`config.mk`:
```
export PLATFORM = sky130hd
export DESIGN_NAME = ifetch_prefetch_queue_flat
export DESIGN_NICKNAME = d
export VERILOG_FILES = /design/src/rtl/ifetch_prefetch_queue_if.sv /design/src/rtl/ifetch_prefetch_queue.sv /design/src/flat_wrapper.sv
export SDC_FILE = /design/constraint.sdc
export NUM_CORES = 1
export LEC_CHECK = 0
export CAP_MARGIN = 40
export CORE_MARGIN = 3
export CORE_UTILIZATION = 35
export DETAILED_ROUTE_END_ITERATION = 7
export PLACE_DENSITY = 0.56
export SLEW_MARGIN = 5
export SYNTH_ARGS = -nofsm -noshare
export SYNTH_HDL_FRONTEND = slang
export SYNTH_SLANG_ARGS = --single-unit
```
`constraint.sdc`:
```
create_clock -name clk -period 4.8 [get_ports clk]
set_clock_uncertainty 0.2 [all_clocks]
set_input_delay 1.44 -clock clk [delete_from_list [all_inputs] [get_ports clk]]
set_output_delay 1.44 -clock clk [all_outputs]
set_load 0.03 [all_outputs]
```
`src/rtl/ifetch_prefetch_queue_if.sv`:
```
// Signal bundle between the fetch front end, the instruction memory and decode.
// Handshake: an entry transfers on a rising edge where out_valid and out_ready are both high;
// out_valid never waits on out_ready, and out_pc/out_inst hold steady while out_valid is high without out_ready.
interface ifetch_prefetch_queue_if #(
  parameter int DEPTH = 4
);
  logic                     fetch_en;
  logic [31:0]              imem_addr;
  logic [31:0]              imem_data;
  logic                     out_valid;
  logic                     out_ready;
  logic [31:0]              out_pc;
  logic [31:0]              out_inst;
  logic                     redirect_valid;
  logic [31:0]              redirect_pc;
  logic [$clog2(DEPTH):0]   q_count;

  // Fetch unit side.
  modport master (
    input  fetch_en, imem_data, out_ready, redirect_valid, redirect_pc,
    output imem_addr, out_valid, out_pc, out_inst, q_count
  );

  // Core / memory side.
  modport slave (
    output fetch_en, imem_data, out_ready, redirect_valid, redirect_pc,
    input  imem_addr, out_valid, out_pc, out_inst, q_count
  );
endinterface

```
`src/rtl/ifetch_prefetch_queue.sv`:
```
// Sequential instruction prefetcher: walks fetch_pc, buffers {pc, inst} pairs in a
// small circular queue for decode, and flushes/restarts on a redirect.
module ifetch_prefetch_queue #(
  parameter int          DEPTH    = 4,
  parameter logic [31:0] RESET_PC = 32'h0000_0000,
  parameter logic [31:0] NOP_INST = 32'h0000_0013
) (
  input  logic                   clk,
  input  logic                   rst,
  ifetch_prefetch_queue_if.master bus
);
  localparam int PW = $clog2(DEPTH);
  localparam int CW = PW + 1;
  localparam logic [CW-1:0] FULL_CNT = CW'(DEPTH);

  logic [31:0]   fetch_pc_q, fetch_pc_d;
  logic [PW-1:0] wr_ptr_q, wr_ptr_d;
  logic [PW-1:0] rd_ptr_q, rd_ptr_d;
  logic [CW-1:0] count_q, count_d;
  logic [31:0]   pc_mem_q   [DEPTH];
  logic [31:0]   inst_mem_q [DEPTH];

  logic valid;
  logic pop;
  logic push;

  assign valid = (count_q != '0);
  assign pop   = valid & bus.out_ready;
  // A full queue still accepts a push when the head leaves on the same edge.
  assign push  = bus.fetch_en & ~bus.redirect_valid & ((count_q < FULL_CNT) | pop);

  always_comb begin
    fetch_pc_d = fetch_pc_q;
    wr_ptr_d   = wr_ptr_q;
    rd_ptr_d   = rd_ptr_q;
    count_d    = count_q;
    if (bus.redirect_valid) begin
      // Flush discards everything, including a head decode tried to take this cycle.
      fetch_pc_d = {bus.redirect_pc[31:2], 2'b00};
      rd_ptr_d   = wr_ptr_q;
      count_d    = '0;
    end else begin
      if (push) begin
        fetch_pc_d = fetch_pc_q + 32'd4;
        wr_ptr_d   = wr_ptr_q + 1'b1;
      end
      if (pop) begin
        rd_ptr_d = rd_ptr_q + 1'b1;
      end
      case ({push, pop})
        2'b10:   count_d = count_q + 1'b1;
        2'b01:   count_d = count_q - 1'b1;
        default: count_d = count_q;
      endcase
    end
  end

  always_ff @(posedge clk) begin
    if (!rst) begin
      fetch_pc_q <= RESET_PC;
      wr_ptr_q   <= '0;
      rd_ptr_q   <= '0;
      count_q    <= '0;
    end else begin
      fetch_pc_q <= fetch_pc_d;
      wr_ptr_q   <= wr_ptr_d;
      rd_ptr_q   <= rd_ptr_d;
      count_q    <= count_d;
    end
  end

  // Storage needs no reset: entries are only visible while count_q covers them.
  always_ff @(posedge clk) begin
    if (rst && push) begin
      pc_mem_q[wr_ptr_q]   <= fetch_pc_q;
      inst_mem_q[wr_ptr_q] <= bus.imem_data;
    end
  end

  assign bus.imem_addr = fetch_pc_q;
  assign bus.out_valid = valid;
  assign bus.out_pc    = valid ? pc_mem_q[rd_ptr_q]   : 32'h0000_0000;
  assign bus.out_inst  = valid ? inst_mem_q[rd_ptr_q] : NOP_INST;
  assign bus.q_count   = count_q;
endmodule

```
`src/flat_wrapper.sv`:
```
// flat-port wrapper written by rule: the top's interface ports become plain ports
module ifetch_prefetch_queue_flat 
#(
  parameter int          DEPTH    = 4,
  parameter logic [31:0] RESET_PC = 32'h0000_0000,
  parameter logic [31:0] NOP_INST = 32'h0000_0013
)
  (clk, rst, bus_fetch_en, bus_imem_data, bus_out_ready, bus_redirect_valid, bus_redirect_pc, bus_imem_addr, bus_out_valid, bus_out_pc, bus_out_inst, bus_q_count);
  ifetch_prefetch_queue_if #(.DEPTH(DEPTH)) bus_i ();
  input  logic clk;
  input  logic rst;
  input wire logic [$bits(bus_i.fetch_en)-1:0] bus_fetch_en;
  input wire logic [$bits(bus_i.imem_data)-1:0] bus_imem_data;
  input wire logic [$bits(bus_i.out_ready)-1:0] bus_out_ready;
  input wire logic [$bits(bus_i.redirect_valid)-1:0] bus_redirect_valid;
  input wire logic [$bits(bus_i.redirect_pc)-1:0] bus_redirect_pc;
  output wire logic [$bits(bus_i.imem_addr)-1:0] bus_imem_addr;
  output wire logic [$bits(bus_i.out_valid)-1:0] bus_out_valid;
  output wire logic [$bits(bus_i.out_pc)-1:0] bus_out_pc;
  output wire logic [$bits(bus_i.out_inst)-1:0] bus_out_inst;
  output wire logic [$bits(bus_i.q_count)-1:0] bus_q_count;
  assign bus_i.fetch_en = bus_fetch_en;
  assign bus_i.imem_data = bus_imem_data;
  assign bus_i.out_ready = bus_out_ready;
  assign bus_i.redirect_valid = bus_redirect_valid;
  assign bus_i.redirect_pc = bus_redirect_pc;
  assign bus_imem_addr = bus_i.imem_addr;
  assign bus_out_valid = bus_i.out_valid;
  assign bus_out_pc = bus_i.out_pc;
  assign bus_out_inst = bus_i.out_inst;
  assign bus_q_count = bus_i.q_count;
  ifetch_prefetch_queue #(.DEPTH(DEPTH), .RESET_PC(RESET_PC), .NOP_INST(NOP_INST)) u_core (.clk(clk), .rst(rst), .bus(bus_i));
endmodule
```
==> Word level (Yosys, flattened, before mapping) <==
Memories as Yosys holds them, arrays and structs flattened. A register that Yosys moved wholly into a read port is not among the register bits.
Index checks and enable logic that the tools add are counted.
{ "op_classes": {"addsub": 5, "multipliers": 0, "n_div": 0, "magnitude_cmp": 1, "eq_ne": 2, "shift": 0, "mux": 13, "bitwise": 6, "n_reduce_logical": 7} }
{ "op_table": {"columns": ["operator", "count"], "rows": [
  ["$mux W32", 4],
  ["$add A32 B3 Y32 const B", 1],
  ["$mux W2", 6],
  ["$pmux W3 S2", 1],
  ["$reduce_bool A2 Y1", 3],
  ["$add A2 B1 Y2 const B", 2],
  ["$add A3 B1 Y3 const B", 1],
  ["$and A1 B1 Y1", 3],
  ["$lt A3 B3 Y1 const B", 1],
  ["$reduce_bool A3 Y1", 1],
  ["$sub A3 B1 Y3 const B", 1],
  ["$eq A2 B1 Y1 const B", 1],
  ["$eq A2 B2 Y1 const B", 1],
  ["$mux W1", 2],
  ["$not A1 Y1", 2],
  ["$reduce_and A2 Y1", 1],
  ["$reduce_or A2 Y1", 1],
  ["$logic_and A1 B1 Y1", 1],
  ["$or A1 B1 Y1", 1]
]} }
{ "totals": {"ff_bits": 39, "latchBits": 0, "ram_bits": 256, "mem_bits_ro": 0, "input_bits": 69, "out_inout_bits": 100, "elab_cells": 41, "memories": 2} }
{ "memory_table": {"columns": ["name", "depth", "width", "rd", "rd_clocked_by_memory_dff", "wr", "line_no", "text"], "rows": [
  ["u_core.inst_mem_q", 4, 32, 1, 1, 1, "ifetch_prefetch_queue.sv:21", "logic [31:0] inst_mem_q [DEPTH];"],
  ["u_core.pc_mem_q", 4, 32, 1, 1, 1, "ifetch_prefetch_queue.sv:20", "logic [31:0] pc_mem_q [DEPTH];"]
]} }

==> Logic depth before layout (Yosys ltp) <==
{ "logic_depth": {"depth_word": 7, "depth_mapped": 10, "mapped_depth_nobuf": 10} }

==> Worst setup path before layout <==
OpenSTA, ideal clock, no wires.
{ "synth_timing": {"kind": "input-to-reg", "startpoint": "input bus_redirect_valid", "endpoint": "memory u_core.inst_mem_q[1][0] (enable)", "t_arrival_ns": 3.629, "t_required_ns": 4.174, "path_slack_ns": 0.545, "stages": 3, "path_buffers": 0, "path_cell_list": "nand2b_1 > nor3_1 > and2_1"} }
{ "synth_between": {"elab_chain_len": 6} }
{ "synth_lines": {"columns": ["element", "line_no", "text"], "rows": [
  ["from (decl)", "flat_wrapper.sv:15", "input wire logic [$bits(bus_i.redirect_valid)-1:0] bus_redirect_valid;"],
  ["$not A1 Y1 (no source line)", null, null],
  ["$and A1 B1 Y1 (2 in a row)", "ifetch_prefetch_queue.sv:30", "assign push = bus.fetch_en & ~bus.redirect_valid & ((count_q < FULL_CNT) | pop);"],
  ["$logic_and A1 B1 Y1", "ifetch_prefetch_queue.sv:74", "if (rst && push) begin"],
  ["$mux W1", "ifetch_prefetch_queue.sv:74", null],
  ["$mux W1 (not written as such)", "ifetch_prefetch_queue.sv:76", "inst_mem_q[wr_ptr_q] <= bus.imem_data;"],
  ["to (decl)", "ifetch_prefetch_queue.sv:21", null]
]} }
Every way passes these cells.

==> reports/qor.txt <==
Async set or reset register ratio after synthesis -> 0%
Setup TNS -> 0 ns
Resized Gates After CTS -> 0
Cell with the most instances after synthesis -> edfxtp_1
Crit path largest cell delay -> 0.60 ns
Largest net degree at the start of global routing -> 47
EDFF count, synth -> 248
HPWL after DPL -> 17800 um
Final antenna-violating net count -> 0
Worst setup EP type -> output port
Final setup violating endpoints -> 0
Yosys synthesis warning count -> 0
M1 GR Usage -> 21.6%
Sink Count -> 287
Iter 0 DRT Violations -> 475
Relative slew slack -> 47.6%
GRT Max-Usage Layer -> met2
Worst-path clk slew -> 0.06 ns
PwrDens -> 392 mW/mm^2
Final worst slack -> 0.357 ns
DP Cell Count -> 1283
Number of H-tree levels -> 1
Io pins -> 169
GRT Total Usage -> 15.3%
Outcome -> completed
Startpoint Class -> flop
Num rows -> 66
Root buf cell -> clkbuf_16
Global-route wire length before repair -> 42700 um
Slew Limit Fails -> 0
Period utilization -> 92.6%
Worst path slowest cell -> clkdlybuf4s50_1
Peak VDD IR -> 0.000274 V
Antenna violations before repair -> 2
Post-Syn Area -> 0.0117 sq mm
WS Path Type -> flop to output port
Drt first pass iters -> 5
Avg Cell Area, Syn -> 16.8 sq um
RSZ-0062 raised after global routing -> no
Final instance area -> 0.0152 sq mm
Met2 Use GR -> 24.8%
Diodes inserted -> 0
Area share of the largest cell type after synthesis -> 63.5%
CTS Buf Count -> 31
Filler instances -> 2874
CTS tree -> yes
DR vias/cell -> 5.10
Register bit total from synthesis -> 287
Dominant cells by area after synthesis -> edfxtp_1, mux4_2, dfxtp_1
Skew-Pair Late Insertion Delay -> 0.55 ns
Hold Buf Count CTS -> 0
Worst Tran Pin Value -> 0.785 ns
Core Area -> 0.0328 sq mm
Min Hold Slack -> 0.340 ns
Final routed DRC violation total -> 0
Die Footprint -> 0.0357 sq mm
Main flop type after synthesis -> edfxtp_1
Global Route met3 Usage -> 3.17%
Pre-CTS setup slack -> 0.870 ns
MaxCap Viol Count -> 0
Synth-to-Final Area Change -> 29.6%
Cells after synthesis -> 700
Fin cells -> 1341
Final WL -> 27800 um
Worst Path Required -> 3.16 ns
Post-DP Area -> 0.0140 sq mm
GRT overflow -> 0
Die Span X -> 189 um
Setup Buffers After CTS -> 0
CP arrival -> 2.80 ns
Hold Path Class -> flop to flop
Distinct cell type count after synthesis -> 47
Number of vias in the routed layout -> 6844
Post-synth top cells -> edfxtp_1, and2_1, mux4_2
Max Root-Sink Buffers -> 3
GPL Wtd Cong -> 0.758
Largest fanout on the critical path -> 15
Area leader, netlist -> edfxtp_1
F_max -> 225 MHz
Final Hold Viols -> 0
Vias in the first global route -> 7085
Initial Util -> 35.8%
CP cell instances -> buf_4, mux4_2, and2_1, clkdlybuf4s50_1
Share of cells above drive strength 1 -> 16.9%
Drt wl/cell -> 20.8 um
Register area share after synthesis -> 70.2%
Fin nets -> 950
Chip height -> 189 um
Final min period -> 4.44 ns
Leakage -> 4.85 nW
# port buffers -> 162
-- area by class of cell --
type                       count  area, sq um  area share (%)
inverter                      13         48.8           0.321
timing repair buffer         185         1920            12.6
multi-input combinational    356         3270            21.5
clock inverter                19          302            1.98
clock buffer                  39          866            5.70
tap                          442          553            3.64
sequential                   287         8240            54.2
-- state kept, by name, summed over array words and instances, names as in the netlist, named ones only --
| register | cells |
|---|---|
| u_core.pc_mem_q | 120 |
| u_core.bus.q_count | 3 |
| u_core.bus.imem_addr | 30 |
| u_core.rd_ptr_q | 2 |
| u_core.wr_ptr_q | 2 |
| u_core.inst_mem_q | 128 |
-- cell usage in the layout (no fill, tap or decap), types with 13 or more instances in the layout --
cell type	instances
buf_4	13
edfxtp_1	248
a31oi_1	13
nor2_1	18
nand4_1	13
mux4_2	62
dfxtp_1	37
nand3_1	18
o21ai_0	27
clkdlybuf4s50_1	162
and2_1	66
or4_1	13
clkbuf_16	31
-- power by group --
part	switching [mW]	internal (mW)	total, mW
sequential	0.0719	2.76	2.83
combinational	0.238	0.230	0.468
clock	0.959	1.70	2.66
-- routing by layer --
layer	part of all wire, %	routed length (um)
met4	1.8	513
met3	5.3	1480
met2	47	13100
met1	46	12700
met5	0.12	34
-- metrics by stage --
step / total power, mW / utilization (%)
final: 5.96 / 46.4
after global routing: 6.17 / 46.4
after CTS: 6.04 / 46.4
after detailed placement: 3.36 / 42.8
after global placement: 3.36 / 42.8
after floorplan: 3.13 / -
-- cells by family after synthesis --
| kind of cell | share of synthesized area [%] |
|---|---|
| adder cells (fa/ha/maj) | 0.811 |
| buffers and inverters | 2.13 |
| multiplexers | 11.9 |
| XOR/XNOR | 0.747 |
| AO/OA/AOI/OAI | 4.47 |
| flip-flops | 70.2 |
| other | 0.0320 |
| AND/OR/NAND/NOR | 9.75 |
-- worst paths after layout --
check	startpoint	slack [ns]	depth (start not counted)	endpoint
min	u_core.wr_ptr_q[0]	0.34	2	u_core.wr_ptr_q[0]
max reg2reg	u_core.bus.q_count[2]	1.85	10	u_core.bus.q_count[2]
min reg2reg	u_core.wr_ptr_q[0]	0.34	2	u_core.wr_ptr_q[0]
max	flop	0.36	4	bus_out_inst[19]
-- worst max-delay path: cells and delay by family (launching register included) --
family                 cells  cell delay, ns
buffers and inverters      2            0.96
DFF                        1            0.58
muxes                      1            0.53
and+or+nand+nor            1            0.17
No activity file was read; power rests on OpenSTA's default activity.
